<file path="config.mk">
export PLATFORM = sky130hd
export DESIGN_NAME = joy_serializer
export DESIGN_NICKNAME = d
export VERILOG_FILES = /design/src/rtl/joy_serializer.sv
export SDC_FILE = /design/constraint.sdc
export NUM_CORES = 1
export LEC_CHECK = 0
export ABC_AREA = 1
export CAP_MARGIN = 15
export CORE_MARGIN = 2
export CORE_UTILIZATION = 50
export DETAILED_ROUTE_END_ITERATION = 16
export PLACE_DENSITY = 0.72
export SLEW_MARGIN = 5
export SYNTH_ARGS = -nofsm -noshare
export SYNTH_HDL_FRONTEND = slang
export SYNTH_SLANG_ARGS = --single-unit
export TNS_END_PERCENT = 1
</file>
<file path="constraint.sdc">
create_clock -name clk_i -period 6.1 [get_ports clk_i]
set_input_delay 0.915 -clock clk_i [delete_from_list [all_inputs] [get_ports clk_i]]
set_output_delay 0.915 -clock clk_i [all_outputs]
set_load 0.03 [all_outputs]
</file>
<file path="src/rtl/joy_serializer.sv">
// ---------------------------------------------------------------------------
// joy_serializer
//
// Board-side emitter for the Neptuno DB9 joystick serial link. Behaves like
// two cascaded parallel-in/serial-out shift registers: while the host holds
// JOY_LOAD low the frame is continuously reloaded from debounced buttons, and
// each JOY_CLK rising edge afterwards shifts the frame out MSB first.
//
// Ports:
//   clk_i          system clock, all logic synchronous to it
//   reset_i        asynchronous active-high reset
//   joy_clk_i      host shift clock (asynchronous)
//   joy_load_n_i   host parallel load, active-low (asynchronous)
//   joy_data_o     registered serial data to host
//   joy1_n_i       port-1 raw buttons, active-low {fire2,fire1,right,left,down,up}
//   joy2_n_i       port-2 raw buttons, same layout
//   link_active_o  high while load pulses arrive at least every IDLE_CYCLES
//   frame_count_o  completed load pulses, wraps at 255
//
// Frame (MSB first, active-low):
//   [15:10] joy1 {up,down,left,right,fire1,fire2}, [9:8] 1,
//   [7:2]   joy2 {up,down,left,right,fire1,fire2}, [1:0] 1
// ---------------------------------------------------------------------------
module joy_serializer #(
    parameter int unsigned DEBOUNCE_CYCLES = 500,
    parameter int unsigned IDLE_CYCLES     = 5000000,
    parameter int unsigned FRAME_BITS      = 16
) (
    input  logic       clk_i,
    input  logic       reset_i,
    input  logic       joy_clk_i,
    input  logic       joy_load_n_i,
    output logic       joy_data_o,
    input  logic [5:0] joy1_n_i,
    input  logic [5:0] joy2_n_i,
    output logic       link_active_o,
    output logic [7:0] frame_count_o
);

    localparam int unsigned NumBtn  = 12;
    localparam int unsigned CntW    = (DEBOUNCE_CYCLES > 1) ? $clog2(DEBOUNCE_CYCLES) : 1;
    localparam int unsigned IdleW   = $clog2(IDLE_CYCLES + 1);
    localparam int unsigned BitCntW = $clog2(FRAME_BITS);

    localparam logic [CntW-1:0]    DbMax   = CntW'(DEBOUNCE_CYCLES - 1);
    localparam logic [IdleW-1:0]   IdleMax = IdleW'(IDLE_CYCLES);
    localparam logic [BitCntW-1:0] BitLast = BitCntW'(FRAME_BITS - 1);

    typedef enum logic [1:0] {StLoad, StShift, StDone} state_e;

    // ------------------------------------------------------------------
    // Synchronisers and edge detectors for the host link
    // ------------------------------------------------------------------
    logic jclk_s1_q, jclk_s2_q, jclk_s3_q;
    logic load_s1_q, load_s2_q, load_s3_q;
    logic clk_rise, load_rise;

    always_ff @(posedge clk_i or posedge reset_i) begin
        if (reset_i) begin
            jclk_s1_q <= 1'b1;
            jclk_s2_q <= 1'b1;
            jclk_s3_q <= 1'b1;
            load_s1_q <= 1'b1;
            load_s2_q <= 1'b1;
            load_s3_q <= 1'b1;
        end else begin
            jclk_s1_q <= joy_clk_i;
            jclk_s2_q <= jclk_s1_q;
            jclk_s3_q <= jclk_s2_q;
            load_s1_q <= joy_load_n_i;
            load_s2_q <= load_s1_q;
            load_s3_q <= load_s2_q;
        end
    end

    assign clk_rise  = jclk_s2_q & ~jclk_s3_q;
    assign load_rise = load_s2_q & ~load_s3_q;

    // ------------------------------------------------------------------
    // Button synchronisers and per-bit debouncers
    // Bits [5:0] are port 1, [11:6] are port 2.
    // ------------------------------------------------------------------
    logic [NumBtn-1:0]           btn_s1_q, btn_s2_q;
    logic [NumBtn-1:0]           db_state_q, db_state_d;
    logic [NumBtn-1:0][CntW-1:0] db_cnt_q, db_cnt_d;

    always_comb begin
        for (int i = 0; i < NumBtn; i++) begin
            db_cnt_d[i]   = '0;
            db_state_d[i] = db_state_q[i];
            if (btn_s2_q[i] != db_state_q[i]) begin
                if (db_cnt_q[i] == DbMax) begin
                    db_state_d[i] = btn_s2_q[i];
                end else begin
                    db_cnt_d[i] = db_cnt_q[i] + 1'b1;
                end
            end
        end
    end

    always_ff @(posedge clk_i or posedge reset_i) begin
        if (reset_i) begin
            btn_s1_q   <= '1;
            btn_s2_q   <= '1;
            db_state_q <= '1;
            db_cnt_q   <= '0;
        end else begin
            btn_s1_q   <= {joy2_n_i, joy1_n_i};
            btn_s2_q   <= btn_s1_q;
            db_state_q <= db_state_d;
            db_cnt_q   <= db_cnt_d;
        end
    end

    logic [15:0] frame;
    assign frame = {db_state_q[0], db_state_q[1], db_state_q[2],
                    db_state_q[3], db_state_q[4], db_state_q[5], 2'b11,
                    db_state_q[6], db_state_q[7], db_state_q[8],
                    db_state_q[9], db_state_q[10], db_state_q[11], 2'b11};

    // ------------------------------------------------------------------
    // Shift FSM, frame counter and idle monitor
    // ------------------------------------------------------------------
    state_e             state_q;
    logic [15:0]        shreg_q;
    logic [BitCntW-1:0] bit_cnt_q;
    logic               joy_data_q;
    logic [7:0]         frame_cnt_q;
    logic [IdleW-1:0]   idle_cnt_q;
    logic               link_q;

    always_ff @(posedge clk_i or posedge reset_i) begin
        if (reset_i) begin
            state_q     <= StDone;
            shreg_q     <= '1;
            bit_cnt_q   <= '0;
            joy_data_q  <= 1'b1;
            frame_cnt_q <= '0;
            idle_cnt_q  <= '0;
            link_q      <= 1'b0;
        end else begin
            if (load_rise) begin
                idle_cnt_q <= '0;
                link_q     <= 1'b1;
            end else if (idle_cnt_q != IdleMax) begin
                idle_cnt_q <= idle_cnt_q + 1'b1;
                if (idle_cnt_q == IdleMax - 1'b1) begin
                    link_q <= 1'b0;
                end
            end

            if (!load_s2_q) begin
                // Transparent load: a coincident clock edge is ignored.
                state_q    <= StLoad;
                shreg_q    <= frame;
                joy_data_q <= frame[15];
                bit_cnt_q  <= '0;
            end else begin
                unique case (state_q)
                    StLoad: begin
                        if (load_rise) begin
                            state_q     <= StShift;
                            frame_cnt_q <= frame_cnt_q + 8'd1;
                        end
                        bit_cnt_q  <= '0;
                        joy_data_q <= shreg_q[15];
                    end
                    StShift: begin
                        if (clk_rise) begin
                            shreg_q   <= {shreg_q[14:0], 1'b1};
                            bit_cnt_q <= bit_cnt_q + 1'b1;
                            if (bit_cnt_q == BitLast) begin
                                state_q <= StDone;
                            end
                        end
                        // Lags the shift by one cycle so the host sees a registered bit.
                        joy_data_q <= shreg_q[15];
                    end
                    StDone: begin
                        if (clk_rise) begin
                            shreg_q <= {shreg_q[14:0], 1'b1};
                        end
                        joy_data_q <= 1'b1;
                    end
                    default: begin
                        state_q    <= StDone;
                        joy_data_q <= 1'b1;
                    end
                endcase
            end
        end
    end

    assign joy_data_o    = joy_data_q;
    assign link_active_o = link_q;
    assign frame_count_o = frame_cnt_q;

endmodule

</file>
Word-level counts from Yosys, hierarchy flattened:

Index checks and enable logic that the tools add are counted.

* register bits after elaboration: 205
* bits in latches: 0
* bits in writable memories: 0
* bits in read-only memories: 0
* output and inout bits: 10
* logic and storage cells: 158
* memories: 0

* $add $sub $neg: 15
* multiply operators: 0
* divide/modulo/power cells: 0
* $lt $le $gt $ge: 0
* equal/unequal tests: 36
* shift-type cells: 0
* mux-type cells: 42
* bitwise gates (word level): 4
* reductions and logical operators: 22

Operators by type and width (number)
* 9-bit two-way mux: 24
* 9-bit by 1-bit adder with 9-bit output (second input constant): 12
* 9-bit == test (second input constant): 12
* 16-bit two-way mux: 3
* 23-bit two-way mux: 2
* 2-bit AND reduction: 15
* 23-bit by 1-bit adder with 23-bit output (second input constant): 1
* 23-bit == test (second input constant): 1
* 23-bit inequality test (second input constant): 1
* 1-bit inequality test: 12
* 3-bit inequality test (second input constant): 3
* 8-bit by 1-bit adder with 8-bit output (second input constant): 1
* 2-bit two-way mux: 4
* 4-bit two-way mux: 2
* 4-bit one-hot mux with 2 select lines: 1
* 2-bit one-hot mux with 3 select lines: 1
* 1-bit two-way mux: 5
* 4-bit by 1-bit adder with 4-bit output (second input constant): 1
* 4-bit == test (second input constant): 1
* 2-bit inequality test (second input constant): 2
* 4-bit AND reduction: 1
* 2-bit nonzero test: 2
* 2-bit OR reduction: 2
* 3-bit by 1-bit inequality test with 1-bit output (second input constant): 1
* 7 further kinds: 9

Logic depth before layout (Yosys ltp):

* depth in word-level cells: 5
* gate-level depth with buffers: 11
* depth with buffers taken out: 11

Least setup slack after synthesis:

OpenSTA, ideal clock, no wires.

* path kind: register -> output
* start point: reg joy_data_q, in the netlist joy_data_o
* end point: out joy_data_o
* arrival time: 0.588 ns
* slack: 4.597 ns
* cell stages (with the launch flop): 1
* buffers on the path: 0
* cell sequence: dfstp_2

RTL lines
* start, declared: line 127 `logic joy_data_q;`
* start signal, assigned: line 156 `joy_data_q <= frame[15];`
* start signal, assigned: line 166 `joy_data_q <= shreg_q[15];`
* start signal, assigned: line 177 `joy_data_q <= shreg_q[15];`
* end, declared: line 33 `output logic joy_data_o,`

No word-level cell between the ends.

Final worst setup path:

* start point: reg frame_cnt_q[0], in the netlist frame_count_o[0]
* end point: out frame_count_o[0]

RTL lines
* start, declared: line 128 `logic [7:0] frame_cnt_q;`
* start signal, assigned: line 163 `frame_cnt_q <= frame_cnt_q + 8'd1;`
* end, declared: line 37 `output logic [7:0] frame_count_o`

No word-level cell between the ends.

==> metrics.md <==
| Metric | Value |
|---|---|
| Fin Setup TNS | 0 ns |
| Worst path buffer plus inverter count | 1 |
| Worst-Skew Late Latency | 0.50 ns |
| Core Area | 18,090 sq um |
| Top FF cell, synth | dfrtp_1 |
| Root buffer cell | clkbuf_16 |
| WL met3 | 318 um |
| Total number of H-tree levels | 1 |
| Critical Path Start | frame_count_o[0] |
| Max FO, Critical Path | 7 |
| Initial DRC count | 385 |
| Critical path depth | 1 |
| Row cnt | 49 |
| Global-route wire length before repair | 28,300 um |
| Crit path largest cell delay | 0.71 ns |
| I/O pin cnt | 26 |
| Tcrit/Tclk final | 0.4228 |
| Cells after DPL | 1,309 |
| Fin. Hold Viols | 0 |
| DP Area | 9812 sq um |
| R2R Path End | shreg_q[6] |
| Synthesized area | 9278 sq um |
| Die height | 140.2 um |
| Asr flop ratio synth | 1.000 |
| Setup crit end kind | output pin |
| Hold Path Stages | 0 |
| Via Count | 6,723 |
| Largest net degree at the start of global routing | 174 |
| Hold buffers post-CTS | 0 |
| Vias in the first global route | 6,532 |
| Final Non-Filler Cells | 1,348 |
| Slew headroom | 0.3884 |
| Critical path class | register to output pin |
| Mapped Avg Cell Area | 8.761 sq um |
| Total congestion overflow | 0 |
| Initial antenna violation count | 0 |
| Uppermost layer routed | met4 |
| Min cycle time layout | 2.579 ns |
| Status | completed |
| CP cell instances | clkdlybuf4s50_1 |
| Worst vdd ir | 0.2786 mV |
| Share of layout cells above drive strength 1 | 0.1019 |
| Yosys cell types | 34 |
| Slew @ Worst Pin | 0.9174 ns |
| Crit start category | register |
| Clock buffers created by TritonCTS | 22 |
| # nets final | 1,139 |
| Worst R2R Path Depth | 6 |
| Synth Register Bits | 203 |
| Critical path's slowest cell | clkdlybuf4s50_1 |
| End-of-flow core utilization | 0.5849 |
| CTS tree | built |
| Max Slew Vio Count | 0 |
| Starting density of the core | 0.5130 |
| GP Congestion | 0.8081 |
| Met1 WL | 7624 um |
| CP Data Required Time | 5.18 ns |
| Drt drc | 0 |
| Reg-to-reg setup timing slack | 4.30 ns |
| Post-CTS Resized | 0 |
| GRT Total Usage | 0.1690 |
| Sink Count | 203 |
| Final Setup Violations | 0 |
| Synth warnings | 0 |
| Layout Skew | 0.01505 ns |
| Post-CTS Setup Bufs | 0 |
| CTS Buffer Depth | 3 |
| Worst R2R Start | state_q[1] |
| CP delay by family, top | buffers and inverters |
| Worst-path clk slew | 0.06 ns |
| Met2 routed wirelength | 7602 um |
| Area grow syn2layout | 14.01% |
| Final instance area | 10,580 sq um |
| Syn Nets | 1,094 |
| Cell Pwr Density | 309.9 nW/um^2 |
| Routed len/inst | 11.71 um |
| RSZ-0062 raised after global routing | no |
| Die X | 140.2 um |
| Worst Setup EP | frame_count_o[0] |
| DR vias/cell | 4.987 |
| EDFF count, synth | 0 |
| Routed Antenna Nets | 0 |
| Leakage power | 4.797 nW |
| Post-synthesis sequential area ratio | 0.5554 |
| HP Class | register to register |
| Number of diodes | 0 |
| Peak Freq | 387.7 MHz |
| Arrival time at the worst endpoint | 1.66 ns |
| Max-cap violation count | 0 |
| Pre-antenna DRT Iters | 5 |
| Port buffer count | 25 |
| Die area | 19,660 sq um |
| Post-DP HPWL | 10,680 um |
| Drt total wl | 15,780 um |
| Cells after Synth | 1,059 |
final cells by class:
type,instances,area [sq um]
tap,229,286.5
multi-input combinational,728,3635
fill,1568,7508
inverter,123,467.9
timing repair buffer,26,270.3
sequential,203,5152
clock buffer,33,633.1
clock inverter,6,132.6
sequential cells by signal (all words and copies together), names as in the netlist:
name           cells
idle_cnt_q        23
btn_s2_q          12
jclk_s1_q          1
load_s1_q          1
load_s3_q          1
jclk_s3_q          1
db_state_q        12
joy_data_o         1
load_s2_q          1
shreg_q           14
btn_s1_q          12
frame_count_o      8
bit_cnt_q          4
jclk_s2_q          1
link_active_o      1
state_q            2
db_cnt_q         108
per-layer routing:
layer,GRT usage,vias up
li1,-,3514
met1,0.2247,3146
met2,0.2879,50
met3,0.02872,13
met4,0.04732,0
met5,0,-
worst min path at each step:
stage           startpoint     endpoint  slack [ns]
2_1_floorplan  btn_s1_q[0]  btn_s2_q[0]        0.35
3_3_place_gp   btn_s1_q[0]  btn_s2_q[0]        0.35
3_5_place_dp   btn_s1_q[5]  btn_s2_q[5]        0.35
4_1_cts        btn_s1_q[8]  btn_s2_q[8]        0.36
5_1_grt        btn_s1_q[4]  btn_s2_q[4]        0.35
6_report       btn_s1_q[4]  btn_s2_q[4]        0.35
where the power goes:
group / total, W / internal [W] / switching (W)
sequential: 0.00154 / 0.00146 / 0.0000755
clock: 0.00139 / 0.000884 / 0.000508
combinational: 0.000346 / 0.000130 / 0.000216
total: 0.00328 / 0.00248 / 0.000799
metrics by stage:
step | hold slack (ns) | total power, W | worst slack (ns)
6_report | 0.3512 | 0.003278 | 3.521
5_1_grt | 0.3546 | 0.003437 | 3.449
4_1_cts | 0.3552 | 0.003324 | 3.500
3_5_place_dp | 0.3468 | 0.001912 | 3.348
3_3_place_gp | 0.3453 | 0.001900 | 3.359
2_1_floorplan | 0.3452 | 0.001803 | 2.602
cell usage in the layout, fill, tap and decap left out, types with 25 or more instances in the layout:
cell,netlist,final
dfstp_2,58,58
nand3_1,90,90
nor3_1,28,28
clkdlybuf4s50_1,0,25
nor2_1,206,206
nand2_1,190,190
inv_1,119,118
dfrtp_1,145,145
a21oi_1,51,51
o21ai_0,32,32
kinds of logic after synthesis:
kind of cell | count (synthesis) | synth area share
and+or+nand+nor | 557 | 0.2599
DFF | 203 | 0.5554
AOI/OAI and AO/OA | 111 | 0.06756
buffers and inverters | 128 | 0.05287
xor gates and xnor gates | 41 | 0.03871
adders and majority gates | 19 | 0.02562
cell usage after synthesis (4+ instances only):
master | n | share of area
nor2_1 | 206 | 0.083
nand2_1 | 190 | 0.077
dfrtp_1 | 145 | 0.39
inv_1 | 119 | 0.048
nand3_1 | 90 | 0.049
dfstp_2 | 58 | 0.16
a21oi_1 | 51 | 0.028
o21ai_0 | 32 | 0.017
nor3_1 | 28 | 0.015
xor2_1 | 21 | 0.020
xnor2_1 | 20 | 0.019
ha_1 | 19 | 0.026
nand3b_1 | 16 | 0.013
a31oi_1 | 9 | 0.0061
a41oi_1 | 9 | 0.0085
nor2_4 | 6 | 0.0073
nand2_2 | 5 | 0.0034
nand4_1 | 5 | 0.0034
nor2_2 | 4 | 0.0027
Power figures use the tool's default switching activity.
